[src/rtl/mcash_assert_pkg.sv]
`default_nettype none
// ============================================================================
//  Module      : mcash_assert_pkg
//  Description : Shared types and helper functions for the assert event
//                collector. Holds the error and scan FSM state encodings, a
//                width-parameterised saturating add, a popcount and a
//                lowest-set-bit finder. All helpers work on 64-bit operands so
//                they serve every legal NSRC/CW combination.
//  Revision    : 1.0 - initial release
// ============================================================================
package mcash_assert_pkg;

    localparam int unsigned c_FUNC_W = 64;

    // Error FSM: RUN -> ERROR -> FATAL. FATAL is sticky until CLR or RST.
    typedef enum logic [1:0] {
        E_RUN   = 2'd0,
        E_ERROR = 2'd1,
        E_FATAL = 2'd2
    } err_state_e;

    // Scan FSM: IDLE -> LOAD (first beat shown) -> BEAT (later beats) -> DONE.
    typedef enum logic [1:0] {
        S_IDLE = 2'd0,
        S_LOAD = 2'd1,
        S_BEAT = 2'd2,
        S_DONE = 2'd3
    } scan_state_e;

    // value + inc, clamped to the largest value representable in 'width' bits.
    // The sum is formed one bit wider so a carry out of bit 63 is never lost.
    function automatic logic [c_FUNC_W-1:0] sat_inc(
        input logic [c_FUNC_W-1:0] value,
        input logic [c_FUNC_W-1:0] inc,
        input int unsigned         width
    );
        logic [c_FUNC_W:0]   sum;
        logic [c_FUNC_W-1:0] max;
        max = (width >= c_FUNC_W) ? '1 : ((64'd1 << width) - 64'd1);
        sum = {1'b0, value} + {1'b0, inc};
        if (sum > {1'b0, max}) begin
            return max;
        end
        return sum[c_FUNC_W-1:0];
    endfunction

    function automatic logic [6:0] popcount(input logic [c_FUNC_W-1:0] v);
        logic [6:0] n;
        n = '0;
        for (int i = 0; i < c_FUNC_W; i++) begin
            n = n + {6'd0, v[i]};
        end
        return n;
    endfunction

    // Scans from the top down so the last hit written is the lowest index.
    function automatic logic [5:0] lowest_set(input logic [c_FUNC_W-1:0] v);
        logic [5:0] idx;
        idx = '0;
        for (int i = c_FUNC_W - 1; i >= 0; i--) begin
            if (v[i]) begin
                idx = 6'(i);
            end
        end
        return idx;
    endfunction

endpackage
`default_nettype wire

[src/rtl/assert_sat_cnt.sv]
`default_nettype none
// ============================================================================
//  Module      : assert_sat_cnt
//  Description : Saturating up-counter with synchronous clear, enable and a
//                variable increment amount. Never wraps.
//  Ports       : CLK  - clock
//                RST  - asynchronous active-high reset
//                CLR  - synchronous clear (wins over EN)
//                EN   - add INC this cycle
//                INC  - increment amount
//                CNT  - current count
//  Revision    : 1.0 - initial release
// ============================================================================
module assert_sat_cnt
    import mcash_assert_pkg::*;
#(
    parameter int W  = 16,
    parameter int IW = 1
) (
    input  logic          CLK,
    input  logic          RST,
    input  logic          CLR,
    input  logic          EN,
    input  logic [IW-1:0] INC,
    output logic [W-1:0]  CNT
);

    logic [W-1:0] r_cnt;

    always_ff @(posedge CLK or posedge RST) begin
        if (RST) begin
            r_cnt <= '0;
        end else if (CLR) begin
            r_cnt <= '0;
        end else if (EN) begin
            r_cnt <= W'(sat_inc(64'(r_cnt), 64'(INC), W));
        end
    end

    assign CNT = r_cnt;

endmodule
`default_nettype wire

[src/rtl/assert_event_collector.sv]
`default_nettype none
// ============================================================================
//  Module      : assert_event_collector
//  Description : Collects per-checker fail pulses from the X-checkers. Keeps
//                saturating per-source and total error counts, captures the
//                first failing source and its timestamp, raises a sticky
//                FATAL at a threshold and offers a valid/ready scan port that
//                reads every per-source counter out in index order.
//  Ports       : CLK, RST              - clock, async active-high reset
//                EN                    - count enable (timestamp always runs)
//                ERR[NSRC]             - per-source fail pulses
//                CLR                   - synchronous clear (not timestamp)
//                ANY_ERR, FATAL        - sticky status
//                FIRST_SRC, FIRST_TIME - first error capture
//                TOTAL_CNT             - saturating total
//                SCAN_START            - begin readout (ignored unless idle)
//                RD_VLD/RD_RDY         - readout handshake
//                RD_IDX, RD_CNT        - readout beat payload
//                SCAN_DONE             - pulse after last beat accepted
//  Revision    : 1.0 - initial release
// ============================================================================
module assert_event_collector
    import mcash_assert_pkg::*;
#(
    parameter int NSRC         = 8,
    parameter int CW           = 16,
    parameter int TW           = 32,
    parameter int FATAL_THRESH = 1,
    localparam int c_IW        = (NSRC > 1) ? $clog2(NSRC) : 1
) (
    input  logic            CLK,
    input  logic            RST,
    input  logic            EN,
    input  logic [NSRC-1:0] ERR,
    input  logic            CLR,
    output logic            ANY_ERR,
    output logic            FATAL,
    output logic [c_IW-1:0] FIRST_SRC,
    output logic [TW-1:0]   FIRST_TIME,
    output logic [CW-1:0]   TOTAL_CNT,
    input  logic            SCAN_START,
    output logic            RD_VLD,
    input  logic            RD_RDY,
    output logic [c_IW-1:0] RD_IDX,
    output logic [CW-1:0]   RD_CNT,
    output logic            SCAN_DONE
);

    localparam int              c_PW       = $clog2(NSRC + 1);
    localparam logic [c_IW-1:0] c_LAST_IDX = c_IW'(NSRC - 1);
    localparam logic [CW-1:0]   c_THRESH   = CW'(FATAL_THRESH);

    logic [NSRC-1:0] w_err;
    logic            w_any;
    logic            w_cnt_en;
    logic [c_PW-1:0] w_pop;
    logic [CW-1:0]   w_total;
    logic [CW-1:0]   w_total_nxt;
    logic [CW-1:0]   w_cnt [NSRC];
    logic [c_IW-1:0] w_nxt_idx;

    logic [TW-1:0]   r_ts;
    err_state_e      r_err_state;
    logic            r_any_err;
    logic            r_fatal;
    logic [c_IW-1:0] r_first_src;
    logic [TW-1:0]   r_first_time;

    scan_state_e     r_scan_state;
    logic            r_rd_vld;
    logic [c_IW-1:0] r_rd_idx;
    logic [CW-1:0]   r_rd_cnt;
    logic            r_scan_done;

    // An unknown fail bit is treated as a failure rather than silently dropped.
    always_comb begin
        w_err = '0;
        for (int i = 0; i < NSRC; i++) begin
            w_err[i] = (ERR[i] !== 1'b0);
        end
    end

    assign w_any       = |w_err;
    assign w_cnt_en    = EN && !CLR;
    assign w_pop       = c_PW'(popcount(64'(w_err)));
    // Same value the total counter will hold after this edge; FATAL keys off it
    // so the threshold can trip in the very cycle the errors arrive.
    assign w_total_nxt = CW'(sat_inc(64'(w_total), 64'(w_pop), CW));
    assign w_nxt_idx   = r_rd_idx + c_IW'(1);

    generate
        for (genvar g = 0; g < NSRC; g++) begin : g_src_cnt
            assert_sat_cnt #(
                .W  (CW),
                .IW (1)
            ) u_cnt (
                .CLK (CLK),
                .RST (RST),
                .CLR (CLR),
                .EN  (w_cnt_en & w_err[g]),
                .INC (1'b1),
                .CNT (w_cnt[g])
            );
        end
    endgenerate

    assert_sat_cnt #(
        .W  (CW),
        .IW (c_PW)
    ) u_total (
        .CLK (CLK),
        .RST (RST),
        .CLR (CLR),
        .EN  (w_cnt_en),
        .INC (w_pop),
        .CNT (w_total)
    );

    // Free-running timestamp; deliberately untouched by CLR.
    always_ff @(posedge CLK or posedge RST) begin
        if (RST) begin
            r_ts <= '0;
        end else begin
            r_ts <= r_ts + 1'b1;
        end
    end

    always_ff @(posedge CLK or posedge RST) begin
        if (RST) begin
            r_err_state  <= E_RUN;
            r_any_err    <= 1'b0;
            r_fatal      <= 1'b0;
            r_first_src  <= '0;
            r_first_time <= '0;
        end else if (CLR) begin
            r_err_state  <= E_RUN;
            r_any_err    <= 1'b0;
            r_fatal      <= 1'b0;
            r_first_src  <= '0;
            r_first_time <= '0;
        end else if (w_cnt_en && w_any) begin
            if (!r_any_err) begin
                r_any_err    <= 1'b1;
                r_first_src  <= c_IW'(lowest_set(64'(w_err)));
                r_first_time <= r_ts;
            end
            if (w_total_nxt >= c_THRESH) begin
                r_err_state <= E_FATAL;
                r_fatal     <= 1'b1;
            end else if (r_err_state == E_RUN) begin
                r_err_state <= E_ERROR;
            end
        end
    end

    // Each beat is a snapshot taken when it is loaded; RD_IDX/RD_CNT only
    // change on an accepted beat, which gives stall stability for free.
    always_ff @(posedge CLK or posedge RST) begin
        if (RST) begin
            r_scan_state <= S_IDLE;
            r_rd_vld     <= 1'b0;
            r_rd_idx     <= '0;
            r_rd_cnt     <= '0;
            r_scan_done  <= 1'b0;
        end else if (CLR) begin
            r_scan_state <= S_IDLE;
            r_rd_vld     <= 1'b0;
            r_rd_idx     <= '0;
            r_rd_cnt     <= '0;
            r_scan_done  <= 1'b0;
        end else begin
            r_scan_done <= 1'b0;
            case (r_scan_state)
                S_IDLE: begin
                    if (SCAN_START) begin
                        r_rd_idx     <= '0;
                        r_rd_cnt     <= w_cnt[0];
                        r_rd_vld     <= 1'b1;
                        r_scan_state <= S_LOAD;
                    end
                end
                S_LOAD, S_BEAT: begin
                    if (RD_RDY) begin
                        if (r_rd_idx == c_LAST_IDX) begin
                            r_rd_vld     <= 1'b0;
                            r_scan_done  <= 1'b1;
                            r_scan_state <= S_DONE;
                        end else begin
                            r_rd_idx     <= w_nxt_idx;
                            r_rd_cnt     <= w_cnt[w_nxt_idx];
                            r_scan_state <= S_BEAT;
                        end
                    end
                end
                S_DONE: begin
                    r_scan_state <= S_IDLE;
                end
                default: begin
                    r_scan_state <= S_IDLE;
                end
            endcase
        end
    end

    generate
        if (NSRC == 1) begin : g_idx_tie
            assign FIRST_SRC = '0;
            assign RD_IDX    = '0;
        end else begin : g_idx_reg
            assign FIRST_SRC = r_first_src;
            assign RD_IDX    = r_rd_idx;
        end
    endgenerate

    assign ANY_ERR    = r_any_err;
    assign FATAL      = r_fatal;
    assign FIRST_TIME = r_first_time;
    assign TOTAL_CNT  = w_total;
    assign RD_VLD     = r_rd_vld;
    assign RD_CNT     = r_rd_cnt;
    assign SCAN_DONE  = r_scan_done;

endmodule
`default_nettype wire

[config.mk]
export PLATFORM = sky130hd
export DESIGN_NAME = assert_event_collector
export DESIGN_NICKNAME = d
export VERILOG_FILES = /design/src/rtl/mcash_assert_pkg.sv /design/src/rtl/assert_sat_cnt.sv /design/src/rtl/assert_event_collector.sv
export SDC_FILE = /design/constraint.sdc
export NUM_CORES = 1
export LEC_CHECK = 0
export CORE_UTILIZATION = 60
export DETAILED_ROUTE_END_ITERATION = 10
export GPL_ROUTABILITY_DRIVEN = 1
export GPL_TIMING_DRIVEN = 0
export MAX_ROUTING_LAYER = met4
export PLACE_DENSITY = 0.8
export SLEW_MARGIN = 5
export SYNTH_ARGS = -nofsm -noshare
export SYNTH_HDL_FRONTEND = slang
export SYNTH_SLANG_ARGS = --single-unit
export TNS_END_PERCENT = 10
[constraint.sdc]
create_clock -name CLK -period 8.2 [get_ports CLK]
set_input_delay 1.23 -clock CLK [delete_from_list [all_inputs] [get_ports CLK]]
set_output_delay 1.23 -clock CLK [all_outputs]
set_load 0.05 [all_outputs]
======== Word-level counts from Yosys, hierarchy flattened ========
Index checks and enable logic that the tools add are counted.
operators by class
  reduce and logical (&&, ||, !) cells .... 23
  equal/unequal tests ..................... 17
  multiplexer cells ....................... 110
  magnitude comparators ................... 11
  add/subtract/negate cells ............... 18
  bitwise gates (word level) .............. 9
operator list
  kind                     count
  $mux W16                 43
  $gt A17 B16 Y1 const B   9
  $add A16 B1 Y17 const B  8
  $mux W32                 3
  $bmux W16 S3             1
  $mux W3                  15
  $mux W1                  41
  $add A32 B1 Y32 const B  1
  $pmux W16 S2             1
  $reduce_bool A2 Y1       11
  $add A16 B4 Y17          1
  $add A4 B1 Y4            4
  $ge A16 B1 Y1 const B    1
  $ne A3 B3 Y1 const B     4
  $and A1 B1 Y1            8
  $nex A1 B1 Y1 const B    8
  $reduce_and A4 Y1        2
  $reduce_or A8 Y1         1
  $mux W2                  3
  $pmux W2 S3              1
  $pmux W3 S2              1
  $reduce_and A2 Y1        3
  $add A3 B1 Y4            1
  $eq A2 B2 Y1 const B     2
  14 further kinds         15
word-level totals
  input bits .............................. 14
  register bits after elaboration ......... 236

======== Logic depth before layout (Yosys ltp) ========
  depth in word-level cells ............... 16
  mapped depth ............................ 15

======== Cells and area by module ========
From an unflattened synthesis, not the netlist that was laid out.
unflattened totals
  cell total of the unflattened synthesis .. 1412
  area total of the unflattened synthesis .. 14452.6 um^2
by module, submodules not included
  module                                   times used  cells an instance  area an instance (um^2)  seq. area each (um^2)
  assert_sat_cnt (g_src_cnt[0].u_cnt ...)  8           93                 969.7                    400.4
  assert_event_collector                   1           558                5607.9                   2302.2
  assert_sat_cnt (u_total)                 1           110                1087.3                   400.4

======== Worst setup path before layout ========
OpenSTA, ideal clock, no wires.
  kind .................................... input to register
  from .................................... input port ERR[0]
  to ...................................... register u_total.r_cnt[11], in the netlist u_total.CNT[11]
  arrival ................................. 4853 ps
  data required time ...................... 8101 ps
  stages .................................. 14
  path slack .............................. 3247 ps
  buffers on the path ..................... 1
  setup time .............................. 99 ps
  cell sequence ........................... fa_1 inv_1 fa_1 fa_1 fa_1 fa_1 nor2b_1 o21ai_1 a21oi_1 nand4_1 clkbuf_1 nand2_1 inv_2 a311oi_1
between the ends
  longest elaborated chain between the ends .. 16
RTL lines
  what                            line                          RTL
  start, declared                 assert_event_collector.sv:34  input logic [NSRC-1:0] ERR,
  $nex A1 B1 Y1 (*)               assert_event_collector.sv:79  w_err[i] = (ERR[i] !== 1'b0);
  $add A1 B1 Y2 (*)               mcash_assert_pkg.sv:51        n = n + {6'd0, v[i]};
  $add A2 B1 Y3 (*)               mcash_assert_pkg.sv:51
  $add A3 B1 Y4 (*)               mcash_assert_pkg.sv:51
  $add A4 B1 Y4 (*) (4 in a row)  mcash_assert_pkg.sv:51
  $add A16 B4 Y17 (*)             mcash_assert_pkg.sv:40        sum = {1'b0, value} + {1'b0, inc};
  $gt A17 B16 Y1                  mcash_assert_pkg.sv:41        if (sum > {1'b0, max}) begin
  $mux W1                         mcash_assert_pkg.sv:41
  $mux W1                         assert_sat_cnt.sv:35          end else if (EN) begin
  $mux W1                         assert_sat_cnt.sv:33          end else if (CLR) begin
  $mux W16 (*)                    mcash_assert_pkg.sv:44        return sum[c_FUNC_W-1:0];
  $mux W16 (*)                    assert_sat_cnt.sv:35
  $mux W16 (*)                    assert_sat_cnt.sv:33
  end signal, assigned            assert_sat_cnt.sv:36          r_cnt <= W'(sat_inc(64'(r_cnt), 64'(INC), W));
  end, declared                   assert_sat_cnt.sv:28          logic [W-1:0] r_cnt;
Every way passes the cells marked *; elsewhere a longest branch is shown, timed or not. The select of a mux whose other input is x is not followed.
A chain may end at the register's enable or synchronous reset.

======== Final worst setup path ========
  from .................................... input port ERR[0]
  to ...................................... register u_total.r_cnt[9], in the netlist u_total.CNT[9]
Same word-level chain as after synthesis.

==> results.json <==
{
  "status": "completed",
  "stdcell_area_mm2": 0.0165,
  "cts_sinks": 236,
  "fmax_mhz": 173,
  "rrSetupSlack_ns": 4.02,
  "slew_violations": 0,
  "cts-root-buf": "clkbuf_16",
  "syn_nets": 1645,
  "final_common_cell": "dfrtp_1",
  "post_cts_buffers": 0,
  "drt_iter0_drc": 1472,
  "synth_ff_type": "dfrtp_1",
  "final_cell_mix": "dfrtp_1, nand2_1, o21ai_0",
  "p_per_area_mw_per_mm2": 197,
  "seq_area_mm2": 0.00591,
  "ys_types": 82,
  "die_h_um": 157,
  "fin_util": 0.702,
  "r2r_start": "u_total.CNT[0]",
  "placed_area_mm2": 0.0156,
  "critPathKind": "input pin to flip-flop",
  "pre_cts_ws_ns": 1.98,
  "hold_buffers": 0,
  "rsz0062_at_grt": "false",
  "initial_core_util": 0.611,
  "io-pin-count": 88,
  "final_net_count": 1759,
  "required_ns": 8.65,
  "worstPathMaxFanout": 10,
  "r2r_cells": 13,
  "syn_area_mm2": 0.0143,
  "synth_edf_count": 0,
  "post_route_cells_drive_above_1_share": 0.0712,
  "gr-total-overflow": 0,
  "place_inst": 2003,
  "syn_to_final_growth_pct": 14.9,
  "drt_pass1_iterations": 5,
  "grt_max_degree": 124,
  "num_rows": 56,
  "stdcell_count": 2048,
  "hold_viol": 0,
  "peakVddDrop_mv": 0.168,
  "critical_path.startpoint_type": "input pin",
  "grt.total_usage": 0.363,
  "cp.arrival_ns": 6.22,
  "cts_max_level": 1,
  "via_per_inst": 6.54,
  "routedWlPerCell_um": 20.7,
  "min_period_ns": 5.77,
  "cts-resized-gates": 0,
  "final_antenna_net_count": 0,
  "dieArea_mm2": 0.0245,
  "synth_seq_cells": 236,
  "cap_violations": 0,
  "place_hpwl_um": 29800,
  "portBuffers": 85,
  "yosys_warnings": 0,
  "grt_pass1_vias": 12300,
  "core_mm2": 0.0235,
  "hold_class": "flip-flop to flip-flop",
  "clock_skew_ns": 0.0207,
  "syn_avg_cell_area_um2": 8.97,
  "ys_async_sr_fraction": 1.00,
  "drc_errors": 0,
  "timing.rr.end": "u_total.CNT[9]",
  "fin_ws_ns": 2.43,
  "clockBufferDepth": 3,
  "chipWidth_um": 157,
  "fillCellCount": 1869,
  "multi_input_area_mm2": 0.00782,
  "cts_buffers": 26,
  "cts_tree": "built",
  "end_kind": "flip-flop",
  "whs_path_depth": 1,
  "wirelength_um": 42400,
  "setup_viol": 0,
  "min-delay-start": "r_ts[31]",
  "insertion_delay_ns": 0.54,
  "clk_pin_slew_ns": 0.06,
  "antenna_found_initial": 1,
  "syn_inst": 1598,
  "min_to": "r_ts[31]",
  "leakage_nw": 6.52,
  "routabilityCongestion": 1.00,
  "ys_seq_area_frac": 0.412,
  "tightest_slew_ns": 1.23,
  "vias": 13400,
  "grt_first_pass_wirelength_um": 67000,
  "slew_headroom": 0.182,
  "period_share": 0.704
}
-- Yosys cell counts (all sizes together) (34+ instances only) --
cell type    n  share of area
and3        54          0.024
nand2      196          0.051
inv         52          0.014
nor3        47          0.016
a21oi       95          0.033
o21ai      142          0.050
a211oi      35          0.019
clkbuf      76          0.020
nand3       82          0.029
xnor2       34          0.021
a31oi       41          0.019
dfrtp      236           0.41
nor2       111          0.029
-- worst max-delay path, cell delays in order --
cell and delay [ns]:
clkdlybuf4s50_1 0.67, fa_1 0.66, inv_1 0.06, fa_1 0.50, fa_1 0.44, fa_1 0.42, fa_1 0.42, nor2b_1 0.17
o21ai_1 0.11, a21oi_1 0.49, nand4_1 0.18, clkbuf_1 0.29, nand2_1 0.18, nor2_1 0.09, a211oi_1 0.28
-- flip-flops by register name (all words and copies together), names as in the netlist --
signal               count
g_src_cnt.u_cnt.CNT    128
ANY_ERR                  1
u_total.CNT             16
RD_IDX                   3
r_ts                    32
FIRST_TIME              32
RD_CNT                  16
RD_VLD                   1
SCAN_DONE                1
FATAL                    1
FIRST_SRC                3
r_scan_state             2
-- worst max-delay path by stage --
| stage | startpoint | end | depth (start not counted) | slack (ns) |
|---|---|---|---|---|
| after global routing | ERR[0] | u_total.CNT[7] | 15 | 2.27 |
| after detailed placement | ERR[0] | u_total.CNT[7] | 15 | 1.98 |
| after floorplan | RST | ANY_ERR | 1 | 0.50 |
| after CTS | ERR[0] | u_total.CNT[9] | 15 | 2.53 |
| final | ERR[0] | u_total.CNT[9] | 15 | 2.43 |
| after global placement | RST | g_src_cnt[0].u_cnt.CNT[8] | 2 | -2.60 |
-- metal layers --
metal  track usage  part of all wire  vias to the layer above  wire [um]
li1              -                 -                     6106          -
met1         0.496              0.42                     6460      17700
met2         0.546              0.45                      716      19000
met3        0.0631             0.098                      109       4170
met4         0.129             0.037                        0       1570
met5             -                 0                        -          0
-- final cells by class --
type                       instances  area share
multi-input combinational       1207       0.475
sequential                       236       0.359
timing repair buffer              86      0.0533
clock buffer                      37      0.0450
buffer                           103      0.0254
tap                              319      0.0242
inverter                          52      0.0123
clock inverter                     7     0.00623
antenna                            1    0.000152
-- where the power goes --
group,switching [mW],internal [mW]
Sequential,0.0470,1.22
Clock,0.477,0.690
Combinational,0.528,0.273
-- logic make-up after synthesis --
group	after synthesis	synth area share
AO/OA/AOI/OAI	412	0.180
AND/OR/NAND/NOR	644	0.228
buffers and inverters	155	0.0428
XOR/XNOR	59	0.0360
multiplexers	58	0.0688
flip-flops	236	0.412
adder cells (fa/ha/maj)	34	0.0321
-- per-stage QoR --
step / hold WS, ns / power (mW) / setup TNS, ns
after detailed placement: 0.462 / 2.08 / 0
after global routing: 0.495 / 3.37 / 0
after global placement: 0.460 / 2.06 / -607.15
final: 0.475 / 3.24 / 0
after CTS: 0.473 / 3.24 / 0
after floorplan: 0.441 / 1.84 / 0
Note: power is estimated with default switching activity, not from simulation.
